**config.mk**
```make
export PLATFORM = sky130hd
export DESIGN_NAME = mem_arbiter
export DESIGN_NICKNAME = d
export VERILOG_FILES = /design/src/rtl/mem_arb_pkg.sv /design/src/rtl/mem_arb_pick.sv /design/src/rtl/mem_arbiter.sv
export SDC_FILE = /design/constraint.sdc
export NUM_CORES = 1
export LEC_CHECK = 0
export ABC_AREA = 1
export BUFFER_PORTS_ARGS = -buffer_cell sky130_fd_sc_hd__buf_2
export CORE_AREA = 2 2 339 341
export DETAILED_ROUTE_END_ITERATION = 6
export DIE_AREA = 0 0 341 343
export GPL_TIMING_DRIVEN = 0
export PLACE_DENSITY = 0.36
export REMOVE_ABC_BUFFERS = 1
export SETUP_SLACK_MARGIN = 0.3
export SYNTH_ARGS = -nofsm -noshare
export SYNTH_HDL_FRONTEND = slang
export SYNTH_SLANG_ARGS = --single-unit
```
**constraint.sdc**
```tcl
create_clock -name clk -period 6.2 [get_ports clk]
set_input_delay 1.24 -clock clk [delete_from_list [all_inputs] [get_ports clk]]
set_output_delay 1.24 -clock clk [all_outputs]
set_load 0.05 [all_outputs]
```
**src/rtl/mem_arb_pkg.sv**
```systemverilog
// Shared definitions for the I/D line-memory arbiter and the caches that use it.
//   ADDR_W_DEF / DATA_W_DEF : default line address and line data widths
//   state_t                 : arbiter FSM state encoding
//   grant_t                 : which cache currently owns the memory port
package mem_arb_pkg;

    localparam int unsigned ADDR_W_DEF = 28;
    localparam int unsigned DATA_W_DEF = 128;

    typedef enum logic {
        ST_IDLE = 1'b0,
        ST_BUSY = 1'b1
    } state_t;

    typedef enum logic {
        GNT_D = 1'b0,
        GNT_I = 1'b1
    } grant_t;

endpackage

```
**src/rtl/mem_arb_pick.sv**
```systemverilog
// Grant policy for the memory arbiter (purely combinational).
//   i_d_act / i_i_act : D / I cache has a read or write pending
//   i_last_grant      : requester served by the previous grant
//   o_valid_c         : at least one requester is active
//   o_grant_c         : requester to serve next
// FIXED_PRIO=1 always favours D on a tie; otherwise the tie goes to
// whoever was not served last.
module mem_arb_pick
    import mem_arb_pkg::*;
#(
    parameter bit FIXED_PRIO = 1'b0
) (
    input  logic   i_d_act,
    input  logic   i_i_act,
    input  grant_t i_last_grant,
    output logic   o_valid_c,
    output grant_t o_grant_c
);

    always_comb begin
        o_valid_c = i_d_act | i_i_act;
        o_grant_c = GNT_D;
        if (i_d_act && i_i_act) begin
            if (FIXED_PRIO || (i_last_grant == GNT_I)) begin
                o_grant_c = GNT_D;
            end else begin
                o_grant_c = GNT_I;
            end
        end else if (i_i_act) begin
            o_grant_c = GNT_I;
        end
    end

endmodule

```
**src/rtl/mem_arbiter.sv**
```systemverilog
// Shares one line-memory port between the D-cache and I-cache.
//   clk, proc_reset                : clock, async active-high reset
//   d_read/d_write/d_addr/d_wdata  : D-cache request, held until d_ready
//   d_rdata, d_ready               : D-cache read line and completion pulse
//   i_read/i_write/i_addr/i_wdata  : I-cache request, held until i_ready
//   i_rdata, i_ready               : I-cache read line and completion pulse
//   mem_read/mem_write/mem_addr/mem_wdata : registered memory request
//   mem_rdata, mem_ready           : memory read line and completion pulse
module mem_arbiter
    import mem_arb_pkg::*;
#(
    parameter int unsigned ADDR_W     = ADDR_W_DEF,
    parameter int unsigned DATA_W     = DATA_W_DEF,
    parameter bit          FIXED_PRIO = 1'b0
) (
    input  logic              clk,
    input  logic              proc_reset,
    input  logic              d_read,
    input  logic              d_write,
    input  logic [ADDR_W-1:0] d_addr,
    input  logic [DATA_W-1:0] d_wdata,
    output logic [DATA_W-1:0] d_rdata,
    output logic              d_ready,
    input  logic              i_read,
    input  logic              i_write,
    input  logic [ADDR_W-1:0] i_addr,
    input  logic [DATA_W-1:0] i_wdata,
    output logic [DATA_W-1:0] i_rdata,
    output logic              i_ready,
    output logic              mem_read,
    output logic              mem_write,
    output logic [ADDR_W-1:0] mem_addr,
    output logic [DATA_W-1:0] mem_wdata,
    input  logic [DATA_W-1:0] mem_rdata,
    input  logic              mem_ready
);

    state_t            r_state, w_state_nxt;
    grant_t            r_grant, w_grant_nxt;
    grant_t            r_last_grant, w_last_grant_nxt;
    logic              r_mem_read, w_mem_read_nxt;
    logic              r_mem_write, w_mem_write_nxt;
    logic [ADDR_W-1:0] r_mem_addr, w_mem_addr_nxt;
    logic [DATA_W-1:0] r_mem_wdata, w_mem_wdata_nxt;

    logic              w_d_act;
    logic              w_i_act;
    logic              w_pick_valid;
    grant_t            w_pick_grant;

    assign w_d_act = d_read | d_write;
    assign w_i_act = i_read | i_write;

    mem_arb_pick #(
        .FIXED_PRIO (FIXED_PRIO)
    ) u_pick (
        .i_d_act      (w_d_act),
        .i_i_act      (w_i_act),
        .i_last_grant (r_last_grant),
        .o_valid_c    (w_pick_valid),
        .o_grant_c    (w_pick_grant)
    );

    // State and memory-side request registers
    always_ff @(posedge clk or posedge proc_reset) begin
        if (proc_reset) begin
            r_state      <= ST_IDLE;
            r_grant      <= GNT_I;
            r_last_grant <= GNT_I;
            r_mem_read   <= 1'b0;
            r_mem_write  <= 1'b0;
            r_mem_addr   <= '0;
            r_mem_wdata  <= '0;
        end else begin
            r_state      <= w_state_nxt;
            r_grant      <= w_grant_nxt;
            r_last_grant <= w_last_grant_nxt;
            r_mem_read   <= w_mem_read_nxt;
            r_mem_write  <= w_mem_write_nxt;
            r_mem_addr   <= w_mem_addr_nxt;
            r_mem_wdata  <= w_mem_wdata_nxt;
        end
    end

    // Next-state: arbitrate in IDLE, hold the latched request while BUSY
    always_comb begin
        w_state_nxt      = r_state;
        w_grant_nxt      = r_grant;
        w_last_grant_nxt = r_last_grant;
        w_mem_read_nxt   = r_mem_read;
        w_mem_write_nxt  = r_mem_write;
        w_mem_addr_nxt   = r_mem_addr;
        w_mem_wdata_nxt  = r_mem_wdata;

        case (r_state)
            ST_IDLE: begin
                w_mem_read_nxt  = 1'b0;
                w_mem_write_nxt = 1'b0;
                if (w_pick_valid) begin
                    w_state_nxt      = ST_BUSY;
                    w_grant_nxt      = w_pick_grant;
                    w_last_grant_nxt = w_pick_grant;
                    // Write wins when a cache raises both strobes
                    if (w_pick_grant == GNT_D) begin
                        w_mem_write_nxt = d_write;
                        w_mem_read_nxt  = d_read & ~d_write;
                        w_mem_addr_nxt  = d_addr;
                        w_mem_wdata_nxt = d_wdata;
                    end else begin
                        w_mem_write_nxt = i_write;
                        w_mem_read_nxt  = i_read & ~i_write;
                        w_mem_addr_nxt  = i_addr;
                        w_mem_wdata_nxt = i_wdata;
                    end
                end
            end
            ST_BUSY: begin
                if (mem_ready) begin
                    w_state_nxt     = ST_IDLE;
                    w_mem_read_nxt  = 1'b0;
                    w_mem_write_nxt = 1'b0;
                end
            end
            default: begin
                w_state_nxt = ST_IDLE;
            end
        endcase
    end

    assign mem_read  = r_mem_read;
    assign mem_write = r_mem_write;
    assign mem_addr  = r_mem_addr;
    assign mem_wdata = r_mem_wdata;

    // Read data goes to both caches; only the owner sees ready
    assign d_rdata = mem_rdata;
    assign i_rdata = mem_rdata;
    assign d_ready = mem_ready & (r_state == ST_BUSY) & (r_grant == GNT_D);
    assign i_ready = mem_ready & (r_state == ST_BUSY) & (r_grant == GNT_I);

endmodule

```
# Yosys cells after proc, flatten, opt, wreduce, memory -nomap -nowiden
# Index checks and enable logic that the tools add are counted.
# classes
muxes,15
bitwise_logic,12
reduce_logical,2
eq_ne,1
# ops
op,n
128-bit 2-to-1 mux,1
28-bit 2-to-1 mux,1
1-bit 2-to-1 mux,10
1-bit one-hot mux with 2 select lines,3
1-bit bitwise AND,5
1-bit inverter,4
1-bit OR,3
2-bit inequality test (second input constant),1
2-bit AND reduction,1
1-bit logical AND,1
# word_totals
out_inout_bits,416
in_bits,447
elab_cells,36
register_bits,160

# Logic depth before layout (Yosys ltp)
# logic_depth
ltp_word,6
mapped_depth,8
ltp_nobuf,7

# Modules after synthesis
# A second synthesis with hierarchy kept.
# unflattened
cells_unflattened,1295
area_unflattened_um2,9933.3
# by_module_without_submodules
mod,instances,cells_each,area_per_inst_um2,seq_area_each_um2
mem_arbiter,1,1292,9918.3,4005.1
mem_arb_pick,1,3,15.0,0.0

# Worst setup path after synthesis
# Ideal clock, no wire load.
# synth_timing
kind,input to output
start,input port mem_ready
end,output port d_ready
path_buffers,0
t_arrival_ns,2.361
setup_slack_ns,2.599
t_required_ns,4.960
stages,2
path_cell_list,inv_1 -> nor3_1
# synth_between
elab_chain_cells,2
# synth_rtl
element,line_no,source
"start, declared",mem_arbiter.sv:35,input logic mem_ready
1-bit bitwise AND (2 in a row),mem_arbiter.sv:138,assign d_ready = mem_ready & (r_state == ST_BUSY) & (r_grant == GNT_D);
"end, declared",mem_arbiter.sv:23,"output logic d_ready,"
# No other way between the ends.

# Final worst setup path
# layout_timing
start,input port i_write
end,register r_mem_wdata[38] (netlist: mem_wdata[38])
# layout_between
elab_chain_cells,4
elab_cells_between_ends,7
cone_classes,mux (3); bitwise (2); reduce/logical (2)
# layout_rtl
element,line_no,source
"start, declared",mem_arbiter.sv:25,"input logic i_write,"
1-bit OR *,mem_arbiter.sv:52,assign w_i_act = i_read | i_write;
1-bit 2-to-1 mux or 1-bit logical AND (tied branches),"mem_arb_pick.sv:29, mem_arb_pick.sv:23",
1-bit 2-to-1 mux,mem_arb_pick.sv:23,if (i_d_act && i_i_act) begin
128-bit 2-to-1 mux,mem_arbiter.sv:104,if (w_pick_grant == GNT_D) begin
"end signal, assigned",mem_arbiter.sv:81,r_mem_wdata <= w_mem_wdata_nxt;
"end, declared",mem_arbiter.sv:44,"logic [DATA_W-1:0] r_mem_wdata, w_mem_wdata_nxt;"
# Every way passes the cells marked *; elsewhere a longest branch is shown, timed or not.
# A chain may end at the register's enable or synchronous reset.

==> flow_summary.json <==
{
  "routedWlPerCell_microns": 30.7,
  "async_flop_share_pct": 100,
  "synth-edff-count": 0,
  "cp_max_fo": 105,
  "yosys_warnings": 0,
  "max_freq_ghz": 0.252,
  "initial_core_util_pct": 9.47,
  "n_antenna_cell": 0,
  "vias": 10700,
  "cts_tree": "yes",
  "nFillCells": 13300,
  "seq_area_sq_mm": 0.00401,
  "viasPerCell": 3.37,
  "finalCriticalPeriod_ns": 3.97,
  "synth_cell_types": 19,
  "final-setup-viol-count": 0,
  "avgSynthCellArea_sq_um": 7.34,
  "drc": 0,
  "grt_pass1_vias": 10100,
  "status": "completed",
  "die-area_sq_mm": 0.117,
  "numCtsBuffers": 17,
  "crit_slowest_cell": "nand2_4",
  "ios": 863,
  "netlist_area_sq_mm": 0.0107,
  "synth_top_area_share_pct": 37.0,
  "maxCapViolations": 0,
  "grt_max_degree": 106,
  "maxSlewHeadroom_pct": 40.2,
  "leakagePower_uw": 0.00728,
  "core-area_sq_mm": 0.113,
  "path_cells": "buf_2 -> nor2_2 -> inv_8 -> buf_16 -> nand2_4 -> buf_16 -> buf_16 -> nand2_1 -> nand3_1 -> nand2_1",
  "ant_nets": 0,
  "final_common_cell": "buf_2",
  "critPathKind": "in2reg",
  "cts_max_path_buffers": 2,
  "slowest_delay_ns": 0.83,
  "final_area_sq_mm": 0.0138,
  "yosysSeqAreaShare_pct": 37.3,
  "nets": 2085,
  "final_util_pct": 12.2,
  "dieHeight_microns": 343,
  "hold_class": "reg2reg",
  "synthToLayoutAreaGrowth_pct": 28.5,
  "cts-root-buf": "clkbuf_16",
  "hpwl_mm": 77.5,
  "cp.required_ns": 6.60,
  "synth_area_leaders": "dfrtp_1 (37%), buf_4 (18%), nand2_1 (17%)",
  "worstMarginPinSlew_ns": 0.896,
  "wl_mm": 97.2,
  "cts_hold_buf": 0,
  "hold_viol_final": 0,
  "grt_util_all_layers_pct": 16.3,
  "clock_sinks": 160,
  "dpl-instance-area_sq_mm": 0.0132,
  "clock-skew-final_ns": 0.0193,
  "synth.ff_latch_count": 160,
  "gp_congestion": 0.872,
  "ir_drop_v": 0.000222,
  "cts.clk_slew.worst_paths_ns": 0.08,
  "dr.pass1.iters": 5,
  "period_share_pct": 64.1,
  "synth_largest_area_cell": "dfrtp_1",
  "arrival_ns": 4.38,
  "grt_pass1_wl_mm": 121,
  "syn_inst": 1464,
  "start_kind": "input pin",
  "overflow": 0,
  "ctsResizeCount": 0,
  "power.density_mw_per_mm2": 576,
  "clock_latency_ns": 0.52,
  "cp-end-kind": "flip-flop",
  "antenna_found_initial": 8,
  "ys.flop_type": "dfrtp_1",
  "final_cell_mix": "buf_2 (478), nand2_1 (477), inv_1 (159), nand3_1 (159), dfrtp_1 (159)",
  "drt-initial-drc-count": 659,
  "final_max_slew_viol_count": 0,
  "multi_input_comb_area_sq_mm": 0.00383,
  "htreeDepth": 4,
  "crit_top_cell": "buf_16",
  "numPortBuffers": 478,
  "rows": 124,
  "post_cts_buffers": 0,
  "rsz0062_at_grt": "no",
  "drive_above_1_share_pct": 32.5,
  "die_w_microns": 341
}
## cells by family (layout without fill, tap and decap cells)
kind of cell / Yosys count / count (layout) / synth area share [%]
AND/OR/NAND/NOR: 797 / 797 / 35.2
flip-flops: 160 / 160 / 37.3
buffers and inverters: 503 / 690 / 27.2
AO/OA/AOI/OAI: 4 / 4 / 0.256
## power by group
group	total, uW	leakage [uW]	internal, uW	switching [uW]
logic	4870	0.00505	1120	3750
registers	1870	0.00193	1580	285
clock network	1220	0.000298	620	600
total	7960	0.00728	3320	4630
## synthesized netlist by cell type (2+ instances only)
| master | n |
|---|---|
| nand2_1 | 478 |
| buf_4 | 257 |
| inv_1 | 161 |
| dfrtp_1 | 159 |
| nand3_1 | 159 |
| nand3b_1 | 156 |
| buf_2 | 58 |
| clkbuf_1 | 24 |
| buf_1 | 2 |
## state kept, by name, summed over array words and instances (netlist names)
register	flops
mem_write	1
r_state	1
mem_read	1
r_last_grant	1
mem_addr	28
mem_wdata	128
## per-layer routing
metal | wire, microns | GRT usage [%] | up-vias
li1 | - | - | 4589
met1 | 34600 | 16.3 | 4861
met2 | 36700 | 21.4 | 1070
met3 | 22400 | 18.2 | 90
met4 | 1440 | 3.40 | 41
met5 | 2110 | 11.2 | -
## through the flow
step	total power [uW]	std cells	setup slack, ns	setup TNS [ns]	hold WS (ns)
2_1_floorplan	5040	1123	-2.28	-363.55	0.474
3_3_place_gp	6850	3113	-13.27	-2532.43	0.459
3_5_place_dp	6870	3131	2.01	0	0.459
4_1_cts	8170	3163	2.58	0	0.480
5_1_grt	8510	3163	2.27	0	0.497
6_report	7960	3163	2.23	0	0.476
## cell type report
class | count | share of cell area (%)
flip-flops and latches | 160 | 29.0
clock inverters | 14 | 1.21
repair buffers | 496 | 20.5
inverters | 162 | 4.57
clock buffers | 18 | 3.18
multi-input cells | 801 | 27.8
well taps | 1512 | 13.7
## final timing paths
check                                           from                         to  slack [ns]  cells past startpoint
min in group asynchronous                 proc_reset  mem_wdata[11]$_DFFE_PP0P_        0.77                      2
hold / removal             mem_wdata[85]$_DFFE_PP0P_  mem_wdata[85]$_DFFE_PP0P_        0.48                      2
setup reg to reg            r_last_grant$_DFFE_PP1P_  mem_wdata[38]$_DFFE_PP0P_        3.30                      8
hold reg to reg            mem_wdata[85]$_DFFE_PP0P_  mem_wdata[85]$_DFFE_PP0P_        0.48                      2
max in group asynchronous                 proc_reset  mem_wdata[87]$_DFFE_PP0P_        4.38                      3
setup / recovery                             i_write  mem_wdata[38]$_DFFE_PP0P_        2.23                     10
## critical path, delay by kind of cell
kind	cells	cell delay [ns]
simple gates	5	1.51
buf+inv	5	1.19
Power figures use the tool's default switching activity.
